**config.mk**
```make
export PLATFORM = sky130hd
export DESIGN_NAME = dram_port_arbiter
export DESIGN_NICKNAME = d
export VERILOG_FILES = /design/src/rtl/dram_port_arbiter.sv
export SDC_FILE = /design/constraint.sdc
export NUM_CORES = 1
export LEC_CHECK = 0
export BUFFER_PORTS_ARGS = -buffer_cell sky130_fd_sc_hd__buf_4
export CAP_MARGIN = 20
export CORE_AREA = 2 2 136 138
export CTS_CLUSTER_SIZE = 8
export DETAILED_ROUTE_END_ITERATION = 10
export DIE_AREA = 0 0 138 140
export GPL_TIMING_DRIVEN = 0
export HOLD_SLACK_MARGIN = 0.03
export MAX_ROUTING_LAYER = met4
export PLACE_DENSITY = 0.73
export SYNTH_ARGS = -nofsm -noshare
export SYNTH_HDL_FRONTEND = slang
export SYNTH_SLANG_ARGS = --single-unit
```
**constraint.sdc**
```tcl
create_clock -name CLK -period 4.47 [get_ports CLK]
set_input_delay 0.2235 -clock CLK [delete_from_list [all_inputs] [get_ports CLK]]
set_output_delay 0.2235 -clock CLK [all_outputs]
set_load 0.02 [all_outputs]
```
**src/rtl/dram_port_arbiter.sv**
```systemverilog
`default_nettype none
// ============================================================================
// Module   : dram_port_arbiter
// Purpose  : Round-robin burst arbiter sharing one DRAM controller port
//            between the key/SBOX init writer (port 0) and the AES engine.
// Revision : 1.0 - initial release
// ============================================================================
module dram_port_arbiter #(
  parameter int READ_LAT   = 2,
  parameter int TURNAROUND = 1,
  parameter int MAX_BURST  = 32
) (
  input  logic        CLK,
  input  logic        RST,
  input  logic        REQ0,
  input  logic        REQ1,
  input  logic        WE0,
  input  logic        WE1,
  input  logic [5:0]  ADDR0,
  input  logic [5:0]  ADDR1,
  input  logic [63:0] WDATA0,
  input  logic [63:0] WDATA1,
  input  logic        LAST0,
  input  logic        LAST1,
  output logic        GNT0,
  output logic        GNT1,
  output logic        RVALID0,
  output logic        RVALID1,
  output logic [63:0] RDATA,
  output logic        IO_EN,
  output logic        WE,
  output logic [5:0]  ADDR,
  output logic [63:0] WBL_DATA,
  input  logic [63:0] RBL_DATA
);

  localparam int CNT_W  = $clog2(MAX_BURST + 1);
  localparam int TURN_W = (TURNAROUND > 1) ? $clog2(TURNAROUND) : 1;
  localparam logic [CNT_W-1:0]  BURST_LAST = CNT_W'(MAX_BURST - 1);
  localparam logic [CNT_W-1:0]  BURST_MAX  = CNT_W'(MAX_BURST);
  localparam logic [TURN_W-1:0] TURN_LAST  = TURN_W'((TURNAROUND > 0) ? TURNAROUND - 1 : 0);

  localparam logic [1:0] IDLE   = 2'd0;
  localparam logic [1:0] TURN   = 2'd1;
  localparam logic [1:0] GRANT0 = 2'd2;
  localparam logic [1:0] GRANT1 = 2'd3;

  logic [1:0]        state;
  logic [1:0]        next_state;
  logic              last_owner;
  logic              last_owner_valid;
  logic              winner;
  logic              turn_owner;
  logic [CNT_W-1:0]  beat_cnt;
  logic [TURN_W-1:0] turn_cnt;
  logic              accept;
  logic              acc_we;
  logic              acc_last;
  logic              release_grant;
  logic [5:0]        acc_addr;
  logic [63:0]       acc_wdata;
  logic [READ_LAT:0] rd_valid;
  logic [READ_LAT:0] rd_port;

  // Only one grant is ever active, so GNT1 alone selects the beat source.
  always_comb begin
    accept        = (GNT0 && REQ0) || (GNT1 && REQ1);
    acc_we        = GNT1 ? WE1    : WE0;
    acc_last      = GNT1 ? LAST1  : LAST0;
    acc_addr      = GNT1 ? ADDR1  : ADDR0;
    acc_wdata     = GNT1 ? WDATA1 : WDATA0;
    release_grant = accept && (acc_last || (beat_cnt == BURST_LAST));
  end

  // Prefer the port that did not own last; port 0 wins ties after reset.
  always_comb begin
    winner = (!last_owner_valid || last_owner) ? !REQ0 : REQ1;
  end

  always_ff @(posedge CLK or posedge RST) begin
    if (RST) state <= IDLE;
    else     state <= next_state;
  end

  always_comb begin
    next_state = state;
    case (state)
      IDLE: begin
        if (REQ0 || REQ1) begin
          if (!last_owner_valid || (winner == last_owner) || (TURNAROUND == 0))
            next_state = winner ? GRANT1 : GRANT0;
          else
            next_state = TURN;
        end
      end
      TURN: begin
        if (turn_cnt == TURN_LAST) next_state = turn_owner ? GRANT1 : GRANT0;
      end
      GRANT0, GRANT1: begin
        if (release_grant) next_state = IDLE;
      end
      default: next_state = IDLE;
    endcase
  end

  always_comb begin
    GNT0 = (state == GRANT0);
    GNT1 = (state == GRANT1);
  end

  always_ff @(posedge CLK or posedge RST) begin
    if (RST) begin
      last_owner       <= 1'b0;
      last_owner_valid <= 1'b0;
      turn_owner       <= 1'b0;
      turn_cnt         <= '0;
      beat_cnt         <= '0;
    end else begin
      if (release_grant) begin
        last_owner       <= GNT1;
        last_owner_valid <= 1'b1;
      end
      if (state == IDLE) turn_owner <= winner;
      turn_cnt <= (state == TURN) ? turn_cnt + 1'b1 : '0;
      if (!(GNT0 || GNT1))
        beat_cnt <= '0;
      else if (accept && (beat_cnt != BURST_MAX))
        beat_cnt <= beat_cnt + 1'b1;
    end
  end

  // Read pipe tracks {valid, port} so returns survive ownership changes.
  always_ff @(posedge CLK or posedge RST) begin
    if (RST) begin
      IO_EN    <= 1'b0;
      WE       <= 1'b0;
      ADDR     <= '0;
      WBL_DATA <= '0;
      rd_valid <= '0;
      rd_port  <= '0;
      RVALID0  <= 1'b0;
      RVALID1  <= 1'b0;
      RDATA    <= '0;
    end else begin
      IO_EN <= accept;
      WE    <= accept && acc_we;
      if (accept) begin
        ADDR     <= acc_addr;
        WBL_DATA <= acc_wdata;
      end
      rd_valid <= {rd_valid[READ_LAT-1:0], accept && !acc_we};
      rd_port  <= {rd_port[READ_LAT-1:0], GNT1};
      RVALID0  <= rd_valid[READ_LAT] && !rd_port[READ_LAT];
      RVALID1  <= rd_valid[READ_LAT] &&  rd_port[READ_LAT];
      if (rd_valid[READ_LAT]) RDATA <= RBL_DATA;
    end
  end

endmodule
`default_nettype wire

```
# Word-level counts from Yosys, hierarchy flattened
# Cells that the tools add are included.
# word_totals
regBits,156
latchBits,0
mem_bits_rw,0
mem_bits_ro,0
input_bits,212
mem_count,0
# op_classes
add_sub_neg,2
n_mul,0
div,0
n_lt_le_gt_ge,0
eq_ne,10
n_shift,0
mux,15
n_bitwise,0
reduce_logical,21
# op_table
op,n
2-to-1 mux 64 bit,1
2-to-1 mux 6 bit,3
logical AND 1 bit,8
2-to-1 mux 2 bit,4
adder 6 x 1 -> 6 bit (second input constant),1
equality test 6 x 5 -> 1 bit (second input constant),1
logical OR 1 bit,6
2-to-1 mux 1 bit,6
inequality test 2 bit (second input constant),3
inequality test 6 bit (second input constant),1
case mux 2 bit (3 select lines),1
equality test 2 bit (second input constant),2
zero test 1 bit,4
AND reduction 3 bit,1
equality test 2 x 1 -> 1 bit (second input constant),1
zero test 2 bit,1
inequality test 2 x 1 -> 1 bit (second input constant),1
OR reduction 2 bit,1
adder 1 bit (second input constant),1
equality test 1 bit,1

# Longest topological paths before layout
# Gate-level depths: netlist of run 1.
# logic_depth
depth_word,8
ltp_mapped,6
ltp_nobuf,6

# Worst setup path before layout of run 1
# Ideal clock, no wire load.
# synth_timing
path_kind,register -> register
startpoint,reg beat_cnt[0]
endpoint,reg last_owner
setup_ps,128
t_arrival_ps,1399
required_ps,4342
setup_slack_ps,2944
path_stages_with_launch,6
n_path_buf,0
synth_period_minus_slack_ps,1526
path_cell_list,dfrtp_1 -> ha_1 -> nand2_1 -> or3_1 -> a21oi_2 -> mux2_1
# synth_between
elab_chain_cells,3
# synth_lines
item,line,source
start: declaration,54,logic [CNT_W-1:0] beat_cnt;
start signal: assignment,128,beat_cnt <= beat_cnt + 1'b1;
equality test 6 x 5 -> 1 bit,72,release_grant = accept && (acc_last || (beat_cnt == BURST_LAST));
logical OR 1 bit,72,
logical AND 1 bit,72,
end signal: assignment,113,last_owner <= 1'b0;
end signal: assignment,120,last_owner <= GNT1;
end: declaration,50,logic last_owner;
# No other way between the ends.
# A chain may end at the register's enable or synchronous reset.

# Worst setup path in the final report of run 1
# layout_timing
startpoint,reg state[0]
endpoint,out GNT1
# layout_between
elab_chain_cells,1
# layout_lines
item,line,source
start: declaration,48,logic [1:0] state;
start signal: assignment,82,else state <= next_state;
equality test 2 bit,108,GNT1 = (state == GRANT1);
end: declaration,26,"output logic GNT1,"
# No other way between the ends.

==> results of run 1 <==
==> state kept, by name (all words and copies together), names as in the netlist <==
signal            cells
ADDR                  6
IO_EN                 1
RDATA                64
RVALID0               1
RVALID1               1
WBL_DATA             64
WE                    1
beat_cnt              6
last_owner            1
last_owner_valid      1
rd_port               3
rd_valid              3
state                 2
turn_cnt              1
turn_owner            1
==> final cells by class <==
| type | count | area (um2) |
|---|---|---|
| multi-input cells | 327 | 2800 |
| clock inverters | 13 | 108 |
| plain buffers | 32 | 260 |
| clock buffers | 19 | 453 |
| well taps | 229 | 287 |
| fillers | 1430 | 6730 |
| repair buffers | 407 | 3210 |
| inverters | 6 | 30.0 |
| flip-flops and latches | 156 | 3900 |
==> worst paths after layout <==
kind	slack (ns)	endpoint	cells after the start	from
min in group asynchronous	0.37	RDATA[31]	3	RST
max in group asynchronous	3.30	RDATA[22]	4	RST
worst max register to register	2.78	last_owner	5	beat_cnt[0]
worst max-delay path	2.55	GNT1	4	state[0]
worst min-delay path	0.05	RDATA[22]	2	RBL_DATA[22]
worst min register to register	0.35	rd_port[1]	0	rd_port[0]
==> where the power goes <==
| part | internal [W] | switching (W) | total (W) |
|---|---|---|---|
| Sequential | 0.00209 | 0.000413 | 0.00250 |
| Combinational | 0.00187 | 0.00218 | 0.00405 |
| Clock | 0.000753 | 0.000617 | 0.00137 |
==> through the flow <==
step | utilization [%] | setup WS [ns]
5_1_grt | 62.2 | 2.48
3_5_place_dp | 55.9 | 2.79
2_1_floorplan | - | 0.0400
3_3_place_gp | 55.7 | -1.85
6_report | 62.2 | 2.55
4_1_cts | 62.0 | 2.53
==> synthesized netlist by cell type (all sizes together) <==
master	n
or2	1
mux2i	74
nand3	3
and2	6
nor4b	1
o211ai	2
o31ai	1
or3	1
nor3	1
a21oi	4
o2bb2ai	1
o21ai	72
dfrtp	156
nand2	74
mux2	67
inv	6
nor3b	1
clkbuf	3
ha	2
xnor2	3
and3	2
nor2	6
buf	29
nor2b	4
nand4bb	1
==> layer usage <==
| metal | vias to the layer above | GRT usage [%] | wire, um |
|---|---|---|---|
| li1 | 2669 | - | - |
| met1 | 2641 | 24.4 | 8080 |
| met2 | 211 | 35.8 | 10300 |
| met3 | 31 | 4.79 | 1070 |
| met4 | 0 | 7.68 | 502 |
| met5 | - | - | 0 |
==> placed cells by master, fill, tap and decap left out, types with 2 or more instances in the layout <==
cell / synthesis / layout
mux2i_1: 74 / 74
inv_1: 5 / 4
buf_6: 15 / 15
o21ai_2: 60 / 60
clkbuf_1: 3 / 3
nor2b_1: 4 / 4
a21oi_1: 3 / 3
clkbuf_8: 0 / 2
inv_8: 0 / 3
dfrtp_1: 156 / 156
dlygate4sd3_1: 0 / 55
ha_1: 2 / 2
buf_2: 13 / 13
clkbuf_16: 0 / 17
and2_1: 5 / 5
xnor2_1: 3 / 3
clkinv_2: 0 / 2
mux2_2: 65 / 65
inv_6: 0 / 3
nor2_1: 6 / 6
clkinvlp_4: 0 / 3
nand2_2: 60 / 60
and3_1: 2 / 2
nand3_1: 3 / 3
o21ai_1: 10 / 10
o21ai_0: 2 / 2
clkinv_4: 0 / 3
o211ai_2: 2 / 2
buf_4: 0 / 351
nand2_1: 13 / 13
==> logic make-up after synthesis <==
| kind of cell | synth area share, % |
|---|---|
| buf+inv | 4.05 |
| xor+xnor | 0.376 |
| flops | 55.9 |
| simple gates | 8.53 |
| fa+ha+maj | 0.358 |
| mux | 21.5 |
| compound gates | 9.32 |
==> what timing repair did <==
item	in CTS	in global routing
setup endpoints to repair	0	0
hold buffers	52	3
resized for setup	0	0
endpoints found under the hold margin	113	3
==> run metrics, run 1 <==
Synth Register Bits=156; DR iter-0 viols=130; total setup buffers inserted after CTS=0; initial antenna violation count=0; first-pass GRT wire length=31.2 mm; max-cap viol count=0; H-tree levels=4; post-synthesis cell type count=36; CTS tree=built; largest cells by area after synthesis=dfrtp_1, mux2i_1, mux2_2; Static Leak=5.29 nW; Min Hold Slack=just under 0.05 ns; total global routing track utilization=21.0%; Final Slew Violations=0; Mapped Area=6980 um2; Synth area leader=dfrtp_1; critical path capture point type=output pin; Final Skew=around 0.0095 ns; Routed Antenna Nets=0; Boundary Pins=approximately 350; Crit Path Max Fanout=11; total power=a little under 0.008 W; Wirelength per Cell=roughly 17 um; Placed Area=between 9000 and 10000 um2; Post-Synthesis Cells=521; Longest Clk Path Bufs=2; detailed-route DRC error count=0; total congestion overflow after global routing=0; area delta synth->final=58.3%; DR pass1 iterations=4; # rows=between 40 and 50; worst rel slew slack=a little over three fifths; Die X=roughly 140 um; core area=between 15000 and 20000 um2; CTS Root Buffer Type=clkbuf_16; area share of the largest cell type after synthesis=55.9%; Synthesis Warnings=0; CTS buffer count=17; largest net degree at the start of global routing=95; clock sinks=between 150 and 200; share of layout cells above drive strength 1=a little over three fifths; hpwl dp=14.2 mm; Slowest-stage cell, CP=dfrtp_1; Peak Freq=522 MHz; Cell Chain, Critical Path=and2_4 > buf_6 > buf_6 > buf_4; Antenna diodes=0; Finished Layout Cells=1189; CP Data Required Time=approximately 4.3 ns; Mapped Nets=735; CTS clk-pin slew, worst paths=around 0.07 ns; nets=between 1000 and 1500; Mean Syn Cell Area=approximately 13 um2; Die ar.=about 19000 um2; sequential area share after synthesis=a little under three fifths; final non-filler cell area=about 11000 um2; final setup fails=0; status=finished, final reports clean; P per Cell Area=roughly 700 nW/um2; Slowest Stage Delay on Critical Path=between 0.4 and 0.5 ns; crit path launch type=flop; Min-Delay Path Class=in2reg; CP Class=reg2out; Starting Density=approximately two fifths; unrepaired setup endpoints after global routing=false; DR vias/cell=4.67; CP Buf/Inv Count=3; DIE HEIGHT=140 um; crit-path leading delay family=buffers and inverters; Tmin final=about 1.9 ns; Worst IR Drop VDD=about 0.36 mV; IO buf count=between 300 and 400; via count=around 5600; most used cell, CP=buf_6; Final period util=between 40 and 50%; worst slew pin tran=between 0.5 and 0.6 ns; setup TNS=0 ns; vias in the first global route=~5700; Routed WL=about 20 mm; clk_lat worst skew=between 0.4 and 0.5 ns; Placer Congestion=a little under 0.8; Arr. time, crit path=about 1.7 ns; dpl cells=1102; Hold Vio Cnt, Final=0
(Power assumes the default switching activity.)
==> inputs of run 2 (changes only) <==
Settings changed: ABC_AREA set to 1, CORE_AREA 2 2 136 138 to 2 2 135 137, DIE_AREA 0 0 138 140 to 0 0 137 139, PLACE_DENSITY 0.73 to 0.69.
Clock period 4.47 ns to 1.8 ns, I/O delays scaled along.
==> run metrics, run 2 <==
clock sinks=156 (unchanged); Post-synth top flop=dfrtp_1; final setup fails=0 (unchanged); Top Usage Layer GRT=met2; dpl cells=1356 (+23%); Post-synth EDFFs=0 (unchanged); max-cap viol count=0 (unchanged); most frequent cell after synthesis=nand2_1; unrepaired setup endpoints after global routing=false; Placed Area=9570 um2 (-3.7%); # rows=49 (unchanged); Synth area leader=dfrtp_1; Post-Synth Adder-Cell Area=0.381% (+0.023 points); total global routing track utilization=28.8% (+7.8 points); post-synthesis simple-gate area fraction=27.2% (+19 points); core area=17700 um2 (-0.69%); Cell Chain, Critical Path=buf_4 > nand2_2 > buf_4 > clkbuf_1 > nand2_1 > a31oi_1; Slowest Stage Delay on Critical Path=0.40 ns (-0.09 ns); Mean Syn Cell Area=8.50 um2 (-37%); sequential area share after synthesis=59.5% (+3.6 points); Final Slew Violations=0 (unchanged); P per Cell Area=1620 nW/um2 (+130%); CP Class=reg2reg; Longest Clk Path Bufs=2 (unchanged); synth cell count leaders=nand2_1, dfrtp_1, nor2_1, a31oi_1, clkbuf_1; CTS Root Buffer Type=clkbuf_16; crit path launch type=flop; Min Hold Slack=0.0693 ns (+0.0197 ns); Worst IR Drop VDD=0.960 mV (+170%); final non-filler cell area=12300 um2 (+11%); hpwl dp=16.4 mm (+16%); Synthesis Warnings=0 (unchanged); crit-path leading delay family=buffers and inverters; status=finished, final reports clean; met2 Resource Use GR=47.1% (+11 points); most used cell, CP=buf_4; Hold Vio Cnt, Final=0 (unchanged); Synth Register Bits=156 (unchanged); Die ar.=19000 um2 (-1.4%); largest cells by area after synthesis=dfrtp_1, nand2_1, a31oi_1; commonest non-fill, non-tap cell in the layout=nand2_1; CTS tree=built; commonest non-fill, non-tap cells in the layout=nand2_1, buf_4, dlygate4sd3_1; nets=1568 (+35%); DR vias/cell=4.88 (+4.6%); Starting Density=37.2% (-2.1 points); Crit Path Max Fanout=10 (-1); clk_lat worst skew=0.43 ns (about the same); Placer Congestion=0.865 (+12%); Boundary Pins=352 (unchanged); critical path capture point type=flop; worst rel slew slack=50.1% (-12 points); CTS buffer count=17 (unchanged); Arr. time, crit path=2.02 ns (+0.33 ns); CP Buf/Inv Count=3 (unchanged); largest net degree at the start of global routing=40 (-58%); detailed-route DRC error count=0 (unchanged); Antenna diodes=0 (unchanged); Finished Layout Cells=1595 (+34%); Static Leak=6.22 nW (+18%); Post-Synthesis Cells=772 (+48%); area delta synth->final=87.2%; Final Skew=0.0101 ns (+0.000519 ns); Final period util=between 90% and 100%; multiplexer share of the synthesized area=0% (-21 points); post-synthesis compound-gate area fraction=7.66% (-1.7 points); Routed Antenna Nets=0 (unchanged); share of layout cells above drive strength 1=30.7% (-32 points); DIE HEIGHT=139 um (-0.71%); area share of the largest cell type after synthesis=59.5% (+3.6 points); initial antenna violation count=0 (unchanged); Mapped Area=6560 um2 (-6.0%); IO buf count=351 (unchanged); DR pass1 iterations=5 (+1); Post-Synth XOR/XNOR Area=0.267% (-0.11 points); Slowest-stage cell, CP=clkbuf_1; Wirelength per Cell=16.7 um (-0.29%); DR iter-0 viols=298 (+130%); Synth async-reset ratio=100% (unchanged); vias in the first global route=8366 (+46%); Die X=137 um (-0.72%); filler instances=1286 (-10%); H-tree levels=4 (unchanged); CP Data Required Time=2.14 ns (-2.11 ns); via count=7787 (+40%); Mapped Nets=986 (+34%); worst slew pin tran=0.746 ns (+0.185 ns); first-pass GRT wire length=41.5 mm (+33%); largest registers=RDATA (64), WBL_DATA (64); total congestion overflow after global routing=0 (unchanged); GR Util met3=6.91% (+2.1 points); main combinational cell family by area after synthesis=simple AND/OR/NAND/NOR gates; GRT met1 Usage=31.7% (+7.4 points); Tmin final=roughly 1.7 ns; Peak Freq=a little under 600 MHz; Min-Delay Path Class=in2reg; Routed WL=26.6 mm (+34%); post-synthesis cell type count=27 (-25%); CTS clk-pin slew, worst paths=0.07 ns (about the same)
-- run 2: cell types whose count changed after synthesis, moves of 5 or more --
cell	before	now
o21ai_2	60	0
nand2_1	13	361
mux2i_1	74	0
buf_6	15	6
clkbuf_1	3	19
nand3_1	3	11
a31oi_1	0	70
and2_1	5	0
inv_1	5	17
nand2_2	60	2
mux2_2	65	0
nor2_1	6	82
o21ai_1	10	2
-- run 2: what timing repair did --
action,4_1_cts,5_1_grt
gates resized for setup,1,7
hold endpoints to repair,166,0
buffers inserted,0,0
setup endpoints to repair,1,54
hold buffers,208,0
-- run 2: power breakdown --
part	leakage, nW	total, W	switching, W	internal [W]
clock network	0.304	0.00383	0.00152	0.00231
registers	1.85	0.00615	0.000982	0.00517
logic	4.06	0.00998	0.00595	0.00403
-- run 2: path summary, 6_finish.rpt --
check / startpoint / endpoint / slack [ns] / cells after the start
setup / recovery: state[0] / WBL_DATA[18] / 0.11 / 6
hold / removal: REQ0 / turn_owner / 0.07 / 4
setup reg to reg: state[0] / WBL_DATA[18] / 0.11 / 6
hold reg to reg: rd_port[1] / rd_port[2] / 0.35 / 0
max in group asynchronous: RST / RDATA[11] / 0.55 / 5
min in group asynchronous: RST / WBL_DATA[44] / 0.36 / 3
-- run 2: cell type report --
class                   count  area [um2]  area share [%]
flip-flops and latches    156        3900            31.8
clock inverters            11         155            1.26
well taps                 229         287            2.33
plain buffers              47         272            2.21
multi-input cells         550        2330            19.0
clock buffers              20         467            3.80
inverters                  19        77.6           0.631
repair buffers            563        4800            39.0
-- run 2: metrics by stage --
step | power (W) | setup slack, ns | util, % | TNS [ns]
after floorplan | 0.0113 | -0.263 | - | -41.01
after global placement | 0.0153 | -1.38 | 53.7 | -213.20
after detailed placement | 0.0155 | 0.0706 | 54.2 | 0
after CTS | 0.0197 | 0.0542 | 69.5 | 0
after global routing | 0.0211 | 0.00727 | 69.6 | 0
final | 0.0200 | 0.113 | 69.6 | 0
-- run 2: layer usage --
layer | wire (um) | vias up
li1 | - | 3621
met1 | 10200 | 3659
met2 | 13100 | 403
met3 | 2040 | 104
met4 | 1340 | 0
met5 | 0 | -
-- run 2: cells by family (layout without fill, tap and decap cells) --
group | count (synthesis) | count (layout)
compound gates | 82 | 82
xor+xnor | 2 | 2
fa+ha+maj | 2 | 2
buf+inv | 66 | 660
flops | 156 | 156
simple gates | 464 | 464
-- run 2: tightest hold or removal path, stage by stage --
cell,delay [ns]
buf_4,0.10
a21oi_1,0.05
nor3_1,0.13
a21oi_1,0.09
